## src/rtl/ram_arbiter_pkg.sv

```systemverilog
// rtl/ram_arbiter_pkg.sv - shared types and constants for the IF/MEM data RAM arbiter
// Contents: FSM state encoding, grant IDs, fixed byte select used for fetches.
package ram_arbiter_pkg;

  typedef enum logic [1:0] {
    IDLE      = 2'd0,
    SERVE_IF  = 2'd1,
    SERVE_MEM = 2'd2
  } arb_state_t;

  typedef enum logic {
    GRANT_IF  = 1'b0,
    GRANT_MEM = 1'b1
  } grant_t;

  // Fetches always read the full word.
  localparam logic [3:0] IF_SEL = 4'b1111;

endpackage

```

## src/rtl/ram_arbiter_if.sv

```systemverilog
// rtl/ram_arbiter_if.sv - pipeline and RAM-side signal bundle of the data RAM arbiter
// Signals: if_* fetch req/ack port, mem_* load/store req/ack port,
//          ram_* single-port RAM controls with combinational ram_rdata, stall to pipeline.
// Modports: slave = arbiter side, master = pipeline/RAM side.
interface ram_arbiter_if;

  logic        if_req;
  logic [31:0] if_addr;
  logic        if_ack;
  logic [31:0] if_rdata;
  logic        if_err;

  logic        mem_req;
  logic        mem_we;
  logic [31:0] mem_addr;
  logic [3:0]  mem_sel;
  logic [31:0] mem_wdata;
  logic        mem_ack;
  logic [31:0] mem_rdata;
  logic        mem_err;

  logic        ram_en;
  logic        ram_we;
  logic [31:0] ram_addr;
  logic [3:0]  ram_sel;
  logic [31:0] ram_wdata;
  logic [31:0] ram_rdata;

  logic        stall;

  modport slave (
    input  if_req, if_addr,
    input  mem_req, mem_we, mem_addr, mem_sel, mem_wdata,
    input  ram_rdata,
    output if_ack, if_rdata, if_err,
    output mem_ack, mem_rdata, mem_err,
    output ram_en, ram_we, ram_addr, ram_sel, ram_wdata,
    output stall
  );

  modport master (
    output if_req, if_addr,
    output mem_req, mem_we, mem_addr, mem_sel, mem_wdata,
    output ram_rdata,
    input  if_ack, if_rdata, if_err,
    input  mem_ack, mem_rdata, mem_err,
    input  ram_en, ram_we, ram_addr, ram_sel, ram_wdata,
    input  stall
  );

endinterface

```

## src/rtl/ram_arb_prio.sv

```systemverilog
// rtl/ram_arb_prio.sv - two-way round-robin / fixed-priority pick between IF and MEM
// Ports: if_req, mem_req (eligible requests), last_grant (previous winner),
//        winner (chosen port; only meaningful when at least one request is set).
module ram_arb_prio
  import ram_arbiter_pkg::*;
#(
  parameter int FIXED_PRIO = 0
) (
  input  logic   if_req,
  input  logic   mem_req,
  input  grant_t last_grant,
  output grant_t winner
);

  always_comb begin
    winner = GRANT_IF;
    if (if_req && mem_req) begin
      if (FIXED_PRIO != 0) begin
        winner = GRANT_MEM;
      end else begin
        // Tie goes to whoever did not win last time.
        winner = (last_grant == GRANT_IF) ? GRANT_MEM : GRANT_IF;
      end
    end else if (mem_req) begin
      winner = GRANT_MEM;
    end
  end

endmodule

```

## src/rtl/ram_arbiter.sv

```systemverilog
// rtl/ram_arbiter.sv - shares the single-port data RAM between instruction fetch and load/store
// Ports: clk, rst (sync active-high), bus (ram_arbiter_if.slave: IF/MEM req/ack ports,
//        RAM control/address/data lines, pipeline stall).
module ram_arbiter
  import ram_arbiter_pkg::*;
#(
  parameter int FIXED_PRIO = 0,
  parameter int ADDR_BITS  = 19
) (
  input  logic          clk,
  input  logic          rst,
  ram_arbiter_if.slave  bus
);

  arb_state_t  state_q, state_d;
  grant_t      last_grant_q, winner;
  logic        grant;

  logic [31:0] lat_addr_q;
  logic        lat_we_q;
  logic [3:0]  lat_sel_q;
  logic [31:0] lat_wdata_q;

  logic        if_ack_q, if_err_q;
  logic [31:0] if_rdata_q;
  logic        mem_ack_q, mem_err_q;
  logic [31:0] mem_rdata_q;

  logic        if_elig, mem_elig, serving, in_range;

  // A request is ignored during its own ack cycle so a held level is not served twice.
  assign if_elig  = bus.if_req && !if_ack_q;
  assign mem_elig = bus.mem_req && !mem_ack_q;
  assign serving  = (state_q != IDLE);
  assign in_range = ((lat_addr_q >> ADDR_BITS) == 32'd0);

  ram_arb_prio #(.FIXED_PRIO(FIXED_PRIO)) u_prio (
    .if_req     (if_elig),
    .mem_req    (mem_elig),
    .last_grant (last_grant_q),
    .winner     (winner)
  );

  always_ff @(posedge clk) begin
    if (rst) begin
      state_q <= IDLE;
    end else begin
      state_q <= state_d;
    end
  end

  always_comb begin
    state_d       = state_q;
    grant         = 1'b0;
    bus.ram_en    = 1'b0;
    bus.ram_we    = 1'b0;
    bus.ram_addr  = 32'd0;
    bus.ram_sel   = 4'd0;
    bus.ram_wdata = 32'd0;
    case (state_q)
      IDLE: begin
        if (if_elig || mem_elig) begin
          grant   = 1'b1;
          state_d = (winner == GRANT_MEM) ? SERVE_MEM : SERVE_IF;
        end
      end
      SERVE_IF, SERVE_MEM: begin
        state_d = IDLE;
      end
      default: begin
        state_d = IDLE;
      end
    endcase
    if (serving) begin
      // Reset in the access cycle must not let a partial write through.
      bus.ram_en    = !rst && in_range;
      bus.ram_we    = lat_we_q;
      bus.ram_addr  = lat_addr_q;
      bus.ram_sel   = lat_sel_q;
      bus.ram_wdata = lat_wdata_q;
    end
  end

  always_ff @(posedge clk) begin
    if (rst) begin
      last_grant_q <= GRANT_IF;
      lat_addr_q   <= 32'd0;
      lat_we_q     <= 1'b0;
      lat_sel_q    <= 4'd0;
      lat_wdata_q  <= 32'd0;
      if_ack_q     <= 1'b0;
      if_err_q     <= 1'b0;
      if_rdata_q   <= 32'd0;
      mem_ack_q    <= 1'b0;
      mem_err_q    <= 1'b0;
      mem_rdata_q  <= 32'd0;
    end else begin
      if_ack_q    <= 1'b0;
      if_err_q    <= 1'b0;
      if_rdata_q  <= 32'd0;
      mem_ack_q   <= 1'b0;
      mem_err_q   <= 1'b0;
      mem_rdata_q <= 32'd0;
      if (grant) begin
        last_grant_q <= winner;
        if (winner == GRANT_MEM) begin
          lat_addr_q  <= bus.mem_addr;
          lat_we_q    <= bus.mem_we;
          lat_sel_q   <= bus.mem_sel;
          lat_wdata_q <= bus.mem_wdata;
        end else begin
          lat_addr_q  <= bus.if_addr;
          lat_we_q    <= 1'b0;
          lat_sel_q   <= IF_SEL;
          lat_wdata_q <= 32'd0;
        end
      end
      if (state_q == SERVE_IF) begin
        if_ack_q   <= 1'b1;
        if_err_q   <= !in_range;
        if_rdata_q <= in_range ? bus.ram_rdata : 32'd0;
      end
      if (state_q == SERVE_MEM) begin
        mem_ack_q   <= 1'b1;
        mem_err_q   <= !in_range;
        mem_rdata_q <= (in_range && !lat_we_q) ? bus.ram_rdata : 32'd0;
      end
    end
  end

  assign bus.if_ack    = if_ack_q;
  assign bus.if_err    = if_err_q;
  assign bus.if_rdata  = if_rdata_q;
  assign bus.mem_ack   = mem_ack_q;
  assign bus.mem_err   = mem_err_q;
  assign bus.mem_rdata = mem_rdata_q;
  assign bus.stall     = (bus.if_req && !if_ack_q) || (bus.mem_req && !mem_ack_q);

endmodule

```

## src/flat_wrapper.sv

```systemverilog
// flat-port wrapper written by rule: the top's interface ports become plain ports
module ram_arbiter_flat import ram_arbiter_pkg::*;
#(
  parameter int FIXED_PRIO = 0,
  parameter int ADDR_BITS  = 19
)
  (clk, rst, bus_if_req, bus_if_addr, bus_mem_req, bus_mem_we, bus_mem_addr, bus_mem_sel, bus_mem_wdata, bus_ram_rdata, bus_if_ack, bus_if_rdata, bus_if_err, bus_mem_ack, bus_mem_rdata, bus_mem_err, bus_ram_en, bus_ram_we, bus_ram_addr, bus_ram_sel, bus_ram_wdata, bus_stall);
  ram_arbiter_if bus_i ();
  input  logic clk;
  input  logic rst;
  input wire logic [$bits(bus_i.if_req)-1:0] bus_if_req;
  input wire logic [$bits(bus_i.if_addr)-1:0] bus_if_addr;
  input wire logic [$bits(bus_i.mem_req)-1:0] bus_mem_req;
  input wire logic [$bits(bus_i.mem_we)-1:0] bus_mem_we;
  input wire logic [$bits(bus_i.mem_addr)-1:0] bus_mem_addr;
  input wire logic [$bits(bus_i.mem_sel)-1:0] bus_mem_sel;
  input wire logic [$bits(bus_i.mem_wdata)-1:0] bus_mem_wdata;
  input wire logic [$bits(bus_i.ram_rdata)-1:0] bus_ram_rdata;
  output wire logic [$bits(bus_i.if_ack)-1:0] bus_if_ack;
  output wire logic [$bits(bus_i.if_rdata)-1:0] bus_if_rdata;
  output wire logic [$bits(bus_i.if_err)-1:0] bus_if_err;
  output wire logic [$bits(bus_i.mem_ack)-1:0] bus_mem_ack;
  output wire logic [$bits(bus_i.mem_rdata)-1:0] bus_mem_rdata;
  output wire logic [$bits(bus_i.mem_err)-1:0] bus_mem_err;
  output wire logic [$bits(bus_i.ram_en)-1:0] bus_ram_en;
  output wire logic [$bits(bus_i.ram_we)-1:0] bus_ram_we;
  output wire logic [$bits(bus_i.ram_addr)-1:0] bus_ram_addr;
  output wire logic [$bits(bus_i.ram_sel)-1:0] bus_ram_sel;
  output wire logic [$bits(bus_i.ram_wdata)-1:0] bus_ram_wdata;
  output wire logic [$bits(bus_i.stall)-1:0] bus_stall;
  assign bus_i.if_req = bus_if_req;
  assign bus_i.if_addr = bus_if_addr;
  assign bus_i.mem_req = bus_mem_req;
  assign bus_i.mem_we = bus_mem_we;
  assign bus_i.mem_addr = bus_mem_addr;
  assign bus_i.mem_sel = bus_mem_sel;
  assign bus_i.mem_wdata = bus_mem_wdata;
  assign bus_i.ram_rdata = bus_ram_rdata;
  assign bus_if_ack = bus_i.if_ack;
  assign bus_if_rdata = bus_i.if_rdata;
  assign bus_if_err = bus_i.if_err;
  assign bus_mem_ack = bus_i.mem_ack;
  assign bus_mem_rdata = bus_i.mem_rdata;
  assign bus_mem_err = bus_i.mem_err;
  assign bus_ram_en = bus_i.ram_en;
  assign bus_ram_we = bus_i.ram_we;
  assign bus_ram_addr = bus_i.ram_addr;
  assign bus_ram_sel = bus_i.ram_sel;
  assign bus_ram_wdata = bus_i.ram_wdata;
  assign bus_stall = bus_i.stall;
  ram_arbiter #(.FIXED_PRIO(FIXED_PRIO), .ADDR_BITS(ADDR_BITS)) u_core (.clk(clk), .rst(rst), .bus(bus_i));
endmodule
```

## config.mk

```make
export PLATFORM = sky130hd
export DESIGN_NAME = ram_arbiter_flat
export DESIGN_NICKNAME = d
export VERILOG_FILES = /design/src/rtl/ram_arbiter_pkg.sv /design/src/rtl/ram_arbiter_if.sv /design/src/rtl/ram_arb_prio.sv /design/src/rtl/ram_arbiter.sv /design/src/flat_wrapper.sv
export SDC_FILE = /design/constraint.sdc
export NUM_CORES = 1
export LEC_CHECK = 0
export ABC_CLOCK_PERIOD_IN_PS = 2500
export CELL_PAD_IN_SITES_DETAIL_PLACEMENT = 0
export CELL_PAD_IN_SITES_GLOBAL_PLACEMENT = 1
export CORE_AREA = 2 2 131 165
export DETAILED_ROUTE_END_ITERATION = 7
export DIE_AREA = 0 0 133 167
export PLACE_DENSITY = 0.89
export SETUP_SLACK_MARGIN = 0.5
export SLEW_MARGIN = 20
export SYNTH_ARGS = -nofsm -noshare
export SYNTH_HDL_FRONTEND = slang
export SYNTH_HIERARCHICAL = 1
export SYNTH_SLANG_ARGS = --single-unit
```

## constraint.sdc

```tcl
create_clock -name clk -period 2.5 [get_ports clk]
set_clock_uncertainty 0.2 [all_clocks]
set_input_delay 0.375 -clock clk [delete_from_list [all_inputs] [get_ports clk]]
set_output_delay 0.375 -clock clk [all_outputs]
set_load 0.02 [all_outputs]
```

* Word-level counts from Yosys, hierarchy flattened *
Index checks and enable logic that the tools add are counted.
Widths: inputs -> output; s select.

cells by class
  bitwise logic cells = 5
  eq/ne operators = 2
  reductions and logical operators = 19
  mux-type cells = 17

operators by type and width
  kind                number
  $mux 32             4
  $logic_not 32->1    1
  $mux 1              10
  $mux 4              2
  $reduce_or 2->1     3
  $reduce_or 3->1     2
  $logic_and 1x1->1   5
  $logic_not 1->1     5
  $not 1->1           5
  $eq 2x1->1 const B  1
  $eq 2x2->1 const B  1
  $logic_not 2->1     1
  $mux 2              1
  $reduce_bool 2->1   1
  $logic_or 1x1->1    1

storage, ports and cells
  register bits after elaboration = 140

* Logic depth before layout (Yosys ltp) *
Gate-level depths: netlist (run 1).

  word-level depth = 5
  gate-level depth with buffers = 8

* Cells and area by module *
Netlist (run 1), hierarchy kept.

modules (own cells, without submodules)
  module        instances  sequential area each (um^2)  cells an instance  area each (um^2)
  ram_arbiter   1          2802.7                       629                6307.3
  ram_arb_prio  1          0.0                          1                  11.3

* Least setup slack after synthesis (run 1) *
Ideal clock, no wire load.

  path type = reg-to-output
  start point = register u_core.lat_addr_q[27]
  end point = output bus_ram_en
  data arrival time = 1480 ps
  cell stages (with the launch flop) = 4
  path slack = 445 ps
  cells stage by stage = dfxtp_1 > nor3_2 > and4_1 > nor3b_1

between the ends
  word-level cells in the longest chain between the ends = 3

ends and longest elaborated chain
  what                    line                RTL
  from (decl)             ram_arbiter.sv:19   logic [31:0] lat_addr_q;
  from (signal assigned)  ram_arbiter.sv:107  lat_addr_q <= bus.mem_addr;
  from (signal assigned)  ram_arbiter.sv:112  lat_addr_q <= bus.if_addr;
  $logic_not 32->1        ram_arbiter.sv:35   assign in_range = ((lat_addr_q >> ADDR_BITS) == 32'd0);
  $logic_and 1x1->1       ram_arbiter.sv:76   bus.ram_en = !rst && in_range;
  $mux 1                  ram_arbiter.sv:74   if (serving) begin
  to (decl)               flat_wrapper.sv:25  output wire logic [$bits(bus_i.ram_en)-1:0] bus_ram_en;

Every way passes these cells.

* Worst setup path in the final report (run 1) *
  start point = register u_core.lat_addr_q[25]
  end point = output bus_ram_en

The elaborated chain is that of the path after synthesis.

==> impl_metrics.json, run 1 <==
{
  "min_from": "rst",
  "grt-ovfl-total": 0,
  "antenna_cells": 0,
  "cp-startpoint": "u_core/lat_addr_q[25]$_SDFFE_PP0P_",
  "start_util_pct": 30.7,
  "place_ws_ps": 20.3,
  "clock-sinks": 140,
  "powerDensity_nw_per_um2": 595,
  "irDropWorstVdd_mv": 0.448,
  "ys_ff_latch": 140,
  "ys_top_cells_by_area": "dfxtp_1 44%, nor2b_1 11%, mux2i_1 10%",
  "place.gp.congestion": 0.755,
  "cts_tree": "done",
  "rr_startpoint": "u_core/state_q[1]$_SDFFE_PP0N_",
  "core_sq_um": 20600,
  "yosysTopAreaCellShare_pct": 44.4,
  "drive_above_1_share_pct": 32.5,
  "cp-end-kind": "output port",
  "synth_edf_count": 0,
  "rsz0062_at_grt": "yes",
  "track_usage_pct": 17.8,
  "timing.slew.headroom_pct": 62.7,
  "clkTransAtPathRegs_ps": 60,
  "finalSetupViolCount": 0,
  "avgSynthCellArea_sq_um": 10.0,
  "status": "complete, no violations",
  "holdCritPathClass": "in -> reg",
  "numCtsBuffers": 17,
  "die_y_um": 167,
  "firstDrtPassIters": 4,
  "place_hpwl_um": 12500,
  "syn_to_final_growth_pct": 77.7,
  "grt_max_degree": 96,
  "die_area_sq_um": 22200,
  "drt_iter0_drc": 149,
  "fmax_ghz": 0.444,
  "yosysUniqueCellTypes": 31,
  "final_util_pct": 54.5,
  "rows": 59,
  "ys.flop_type": "dfxtp_1",
  "grt_pass1_wl_um": 30600,
  "finalNetCount": 1079,
  "antenna_found_initial": 0,
  "tightest_slew_ps": 560,
  "worst-r2r-setup-slack_ps": 310,
  "die_width_um": 133,
  "timing_worst_setup_path_type": "reg -> out",
  "required_ps": 1920,
  "htreeDepth": 4,
  "final_max_slew_viol_count": 0,
  "synth_largest_area_cell": "dfxtp_1",
  "setup_ws_ps": 249,
  "filler_cell_count": 1828,
  "power.total_mw": 6.68,
  "post-route-period-util_pct": 90.1,
  "ant_nets": 0,
  "synth-seq-area-share_pct": 44.4,
  "total_leakage_power_nw": 4.69,
  "viasPerCell": 4.52,
  "drc": 0,
  "first_global_vias": 5503,
  "worstSkewPairLatency_ps": 420,
  "synth_fp_nets": 767,
  "synth_area_sq_um": 6320,
  "vias": 5556,
  "wire_per_inst_um": 17.5,
  "cp_max_fo": 3,
  "synthCells": 630,
  "portBuffers": 275,
  "clk_path_buf_depth": 2,
  "hold_violations": 0,
  "final.min_clock_period_ps": 2250,
  "cp-start-kind": "register",
  "yosys_warnings": 6,
  "crit_arrival_ps": 1680,
  "async_reset_ff_share_pct": 0,
  "cap_violations": 0,
  "clock-root-buffer": "clkbuf_16",
  "wl_um": 21600,
  "io_pins": 276,
  "setup_tns_ps": 0
}
-- kinds of logic (layout without fill, tap and decap cells) --
group / Yosys count / count (layout) / share of synthesized area [%]
AND/OR/NAND/NOR: 320 / 320 / 32.3
flip-flops: 140 / 140 / 44.4
buffers and inverters: 61 / 386 / 5.33
AO/OA/AOI/OAI: 7 / 7 / 0.753
multiplexers: 102 / 102 / 17.3
-- worst paths after layout --
path,endpoint,cells past startpoint
hold / removal,u_core/bus.mem_ack$_SDFF_PP0_,2
setup reg to reg,u_core/lat_addr_q[14]$_SDFFE_PP0P_,10
hold reg to reg,u_core/lat_wdata_q[6]$_SDFFE_PP0P_,2
setup / recovery,bus_ram_en,4
-- synth_stat cells (3+ instances only) --
cell	instances
dfxtp_1	140
nor2b_1	108
mux2i_1	66
nand2b_1	37
nand2_1	35
nor2_1	34
and3_1	31
nand3b_1	31
nor3_2	31
mux2_2	29
clkbuf_1	28
buf_2	11
buf_6	11
mux2_4	7
a21oi_1	4
inv_1	4
buf_4	3
nor3_1	3
-- cell type report --
class / instances / area (sq um) / share of cell area (%)
multi-input combinational: 429 / 3640 / 32.5
tap: 274 / 343 / 3.05
clock inverter: 14 / 129 / 1.15
clock buffer: 18 / 429 / 3.82
inverter: 6 / 22.5 / 0.201
sequential: 140 / 2820 / 25.1
timing repair buffer: 348 / 3840 / 34.2
-- sequential cells by signal, indices dropped and copies added (netlist names) --
| register | cells |
|---|---|
| u_core/bus.if_ack | 1 |
| u_core/bus.if_err | 1 |
| u_core/bus.if_rdata | 32 |
| u_core/bus.mem_ack | 1 |
| u_core/bus.mem_err | 1 |
| u_core/bus.mem_rdata | 32 |
| u_core/last_grant_q | 1 |
| u_core/lat_addr_q | 32 |
| u_core/lat_sel_q | 4 |
| u_core/lat_wdata_q | 32 |
| u_core/lat_we_q | 1 |
| u_core/state_q | 2 |
-- through the flow --
step / std cells / area (sq um) / hold slack, ps
after floorplan: 630 / 6320 / 244
after global placement: 1141 / 9340 / 255
after detailed placement: 1141 / 9340 / 257
after CTS: 1198 / 10200 / 10.8
after global routing: 1229 / 11200 / 8.97
final: 1229 / 11200 / 22.6
-- report_power, final --
group / internal [mW] / total (mW) / leakage (nW) / switching [mW]
Sequential: 2.35 / 2.42 / 1.14 / 0.0741
Clock: 1.31 / 2.43 / 0.257 / 1.12
Combinational: 1.05 / 1.83 / 3.29 / 0.780
Total: 4.71 / 6.68 / 4.69 / 1.97
-- critical path: stages (launching register included) --
cell and delay, ps:
dfxtp_2 350, nor4_4 310, and4_1 250, nor3b_2 170, buf_4 190
-- layout by cell type (no fill, tap or decap), drive strengths merged, types with 3 or more instances in the layout --
cell type	synthesis	final
a21oi	4	4
and3	31	31
buf	27	135
clkbuf	28	26
clkdlybuf4s50	0	201
clkinvlp	0	5
dfxtp	140	140
inv	6	13
mux2	36	36
mux2i	66	66
nand2	35	35
nand2b	37	37
nand3b	31	31
nor2	35	35
nor2b	108	108
nor3	34	34
nor3b	3	3
-- timing repair --
item / CTS / global route
hold buffers: 0 / 0
gates resized for setup: 280 / 233
hold endpoints to repair: 0 / 0
endpoints found under the setup margin: 97 / 138
pin swaps: 5 / 4
setup buffers: 16 / 22
cloned: 9 / 9
-- routing by layer --
layer	up-vias	global-route usage, %	wire length (um)
met5	-	0	0
met4	0	6.22	416
met3	27	5.14	1310
met2	200	31.4	10900
met1	2612	20.5	8940
li1	2717	-	-
No activity file was read; power rests on OpenSTA's default activity.
==> run 2: changes to the inputs <==
--- a/config.mk
+++ b/config.mk
@@ -5,15 +5,16 @@
 export SDC_FILE = /design/constraint.sdc
 export NUM_CORES = 1
 export LEC_CHECK = 0
-export ABC_CLOCK_PERIOD_IN_PS = 2500
+export ABC_CLOCK_PERIOD_IN_PS = 2400
 export CELL_PAD_IN_SITES_DETAIL_PLACEMENT = 0
 export CELL_PAD_IN_SITES_GLOBAL_PLACEMENT = 1
 export CORE_AREA = 2 2 131 165
+export CTS_CLUSTER_SIZE = 24
 export DETAILED_ROUTE_END_ITERATION = 7
 export DIE_AREA = 0 0 133 167
 export PLACE_DENSITY = 0.89
 export SETUP_SLACK_MARGIN = 0.5
-export SLEW_MARGIN = 20
+export SLEW_MARGIN = 40
 export SYNTH_ARGS = -nofsm -noshare
 export SYNTH_HDL_FRONTEND = slang
 export SYNTH_HIERARCHICAL = 1
==> constraint.sdc (replaced) <==
create_clock -name clk -period 2.4 [get_ports clk]
set_clock_uncertainty 0.2 [all_clocks]
set_input_delay 0.36 -clock clk [delete_from_list [all_inputs] [get_ports clk]]
set_output_delay 0.36 -clock clk [all_outputs]
set_load 0.02 [all_outputs]
==> impl_metrics.json, run 2 (synthesis results as in run 1) <==
{
  "firstDrtPassIters": 7,
  "wl_um": 21800,
  "dp_cells": 1141,
  "setup_ws_ps": 101,
  "viasPerCell": 4.50,
  "ant_nets": 0,
  "cp_max_fo": 3,
  "final_util_pct": 56.9,
  "wl_met2_um": 11400,
  "hold_violations": 0,
  "place_hpwl_um": 12600,
  "die_y_um": 167,
  "final_max_slew_viol_count": 0,
  "dr_wl_met3_um": 1310,
  "clock-root-buffer": "clkbuf_16",
  "drive_above_1_share_pct": 35.1,
  "cp-start-kind": "register",
  "wire_per_inst_um": 17.5,
  "highest_layer": "met4",
  "rows": 59,
  "tightest_slew_ps": 550,
  "htreeDepth": 4,
  "start_util_pct": 30.7,
  "core_sq_um": 20600,
  "finalSetupViolCount": 0,
  "antenna_found_initial": 0,
  "vias": 5622,
  "crit_arrival_ps": 1740,
  "irDropWorstVdd_mv": 0.479,
  "place_ws_ps": 35.5,
  "clock-sinks": 140,
  "grt-ovfl-total": 0,
  "drt_iter0_drc": 160,
  "post-route-period-util_pct": 95.8,
  "rsz0062_at_grt": "yes",
  "drc": 0,
  "timing.slew.headroom_pct": 63.3,
  "fmax_ghz": 0.435,
  "m1WireLength_um": 8850,
  "antenna_cells": 0,
  "layout_commonest_cell": "clkdlybuf4s50_1",
  "timing_worst_setup_path_type": "reg -> out",
  "layout.cells.non_filler": 1250,
  "clk_path_buf_depth": 2,
  "final_area_sq_um": 11700,
  "portBuffers": 275,
  "io_pins": 276,
  "track_usage_pct": 18.2,
  "worst-r2r-setup-slack_ps": 240,
  "place.gp.congestion": 0.773,
  "final.min_clock_period_ps": 2300,
  "grt_pass1_wl_um": 31300,
  "die_area_sq_um": 22200,
  "syn_to_final_growth_pct": 85.3,
  "finalNetCount": 1100,
  "dpl_cell_area_sq_um": 9360,
  "cap_violations": 0,
  "final_cell_mix": "143 x clkdlybuf4s50_1, 131 x dfxtp_1, 84 x buf_6",
  "first_global_vias": 5552,
  "powerDensity_nw_per_um2": 616,
  "worstSkewPairLatency_ps": 410,
  "holdCritPathClass": "in -> reg",
  "cp-end-kind": "output port",
  "filler_cell_count": 1764,
  "total_leakage_power_nw": 5.48,
  "numCtsBuffers": 17,
  "die_width_um": 133,
  "clkTransAtPathRegs_ps": 70,
  "grt_max_degree": 79,
  "status": "complete, no violations",
  "required_ps": 1840,
  "cts_tree": "done",
  "setup_tns_ps": 0
}
run 2: cell types whose count changed in the layout (fill, tap and decap cells not counted), sizes merged, moves of 2 or more:
cell,delta
dlymetal6s2s,+26
dlygate4sd3,+2
clkbuf,-5
clkdlybuf4s50,-58
dlygate4sd2,+32
buf,+25
run 2: path summary, 6_finish.rpt:
path | from | endpoint | cells after the start
worst max-delay path | u_core/lat_addr_q[31]$_SDFFE_PP0P_ | bus_ram_en | 4
worst min-delay path | rst | u_core/bus.if_err$_SDFF_PP0_ | 3
worst max register to register | u_core/state_q[1]$_SDFFE_PP0N_ | u_core/lat_addr_q[15]$_SDFFE_PP0P_ | 11
worst min register to register | u_core/lat_wdata_q[31]$_SDFFE_PP0P_ | u_core/lat_wdata_q[31]$_SDFFE_PP0P_ | 2
run 2: cell type report:
cell class | count | area [sq um] | share of cell area (%)
inverters | 6 | 22.5 | 0.192
flip-flops and latches | 140 | 2820 | 24.1
multi-input cells | 429 | 3660 | 31.2
well taps | 274 | 343 | 2.93
clock inverters | 14 | 151 | 1.29
repair buffers | 369 | 4290 | 36.6
clock buffers | 18 | 429 | 3.66
run 2: metrics by stage:
step / hold WS [ps] / power (mW)
2_1_floorplan: 244 / 3.30
3_3_place_gp: 254 / 3.83
3_5_place_dp: 256 / 3.85
4_1_cts: 90.8 / 6.96
5_1_grt: 104 / 7.52
6_report: 115 / 7.21
run 2: routing by layer:
metal	global-route usage, %	vias to the layer above
met5	0	-
met4	5.28	0
met3	4.44	20
met2	33.0	200
met1	21.2	2652
li1	-	2750
run 2: where the power goes:
group | switching [mW] | internal (mW) | total [mW]
registers | 0.0777 | 2.45 | 2.53
clock network | 1.13 | 1.47 | 2.60
logic | 0.859 | 1.23 | 2.09
total | 2.07 | 5.15 | 7.21
run 2: what timing repair did:
| item | 4_1_cts | 5_1_grt |
|---|---|---|
| pin swaps | 5 | 5 |
| hold buffers | 2 | 0 |
| endpoints found under the hold margin | 2 | 0 |
| cloned | 15 | 4 |
| setup buffers | 43 | 13 |
| endpoints found under the setup margin | 120 | 168 |
| gates resized for setup | 419 | 208 |
run 2: worst max-delay path, stage by stage, from the launching register on:
cell and delay, ps:
dfxtp_2 340, nor4_4 350, and4_4 290, nor3b_4 200, buf_6 150
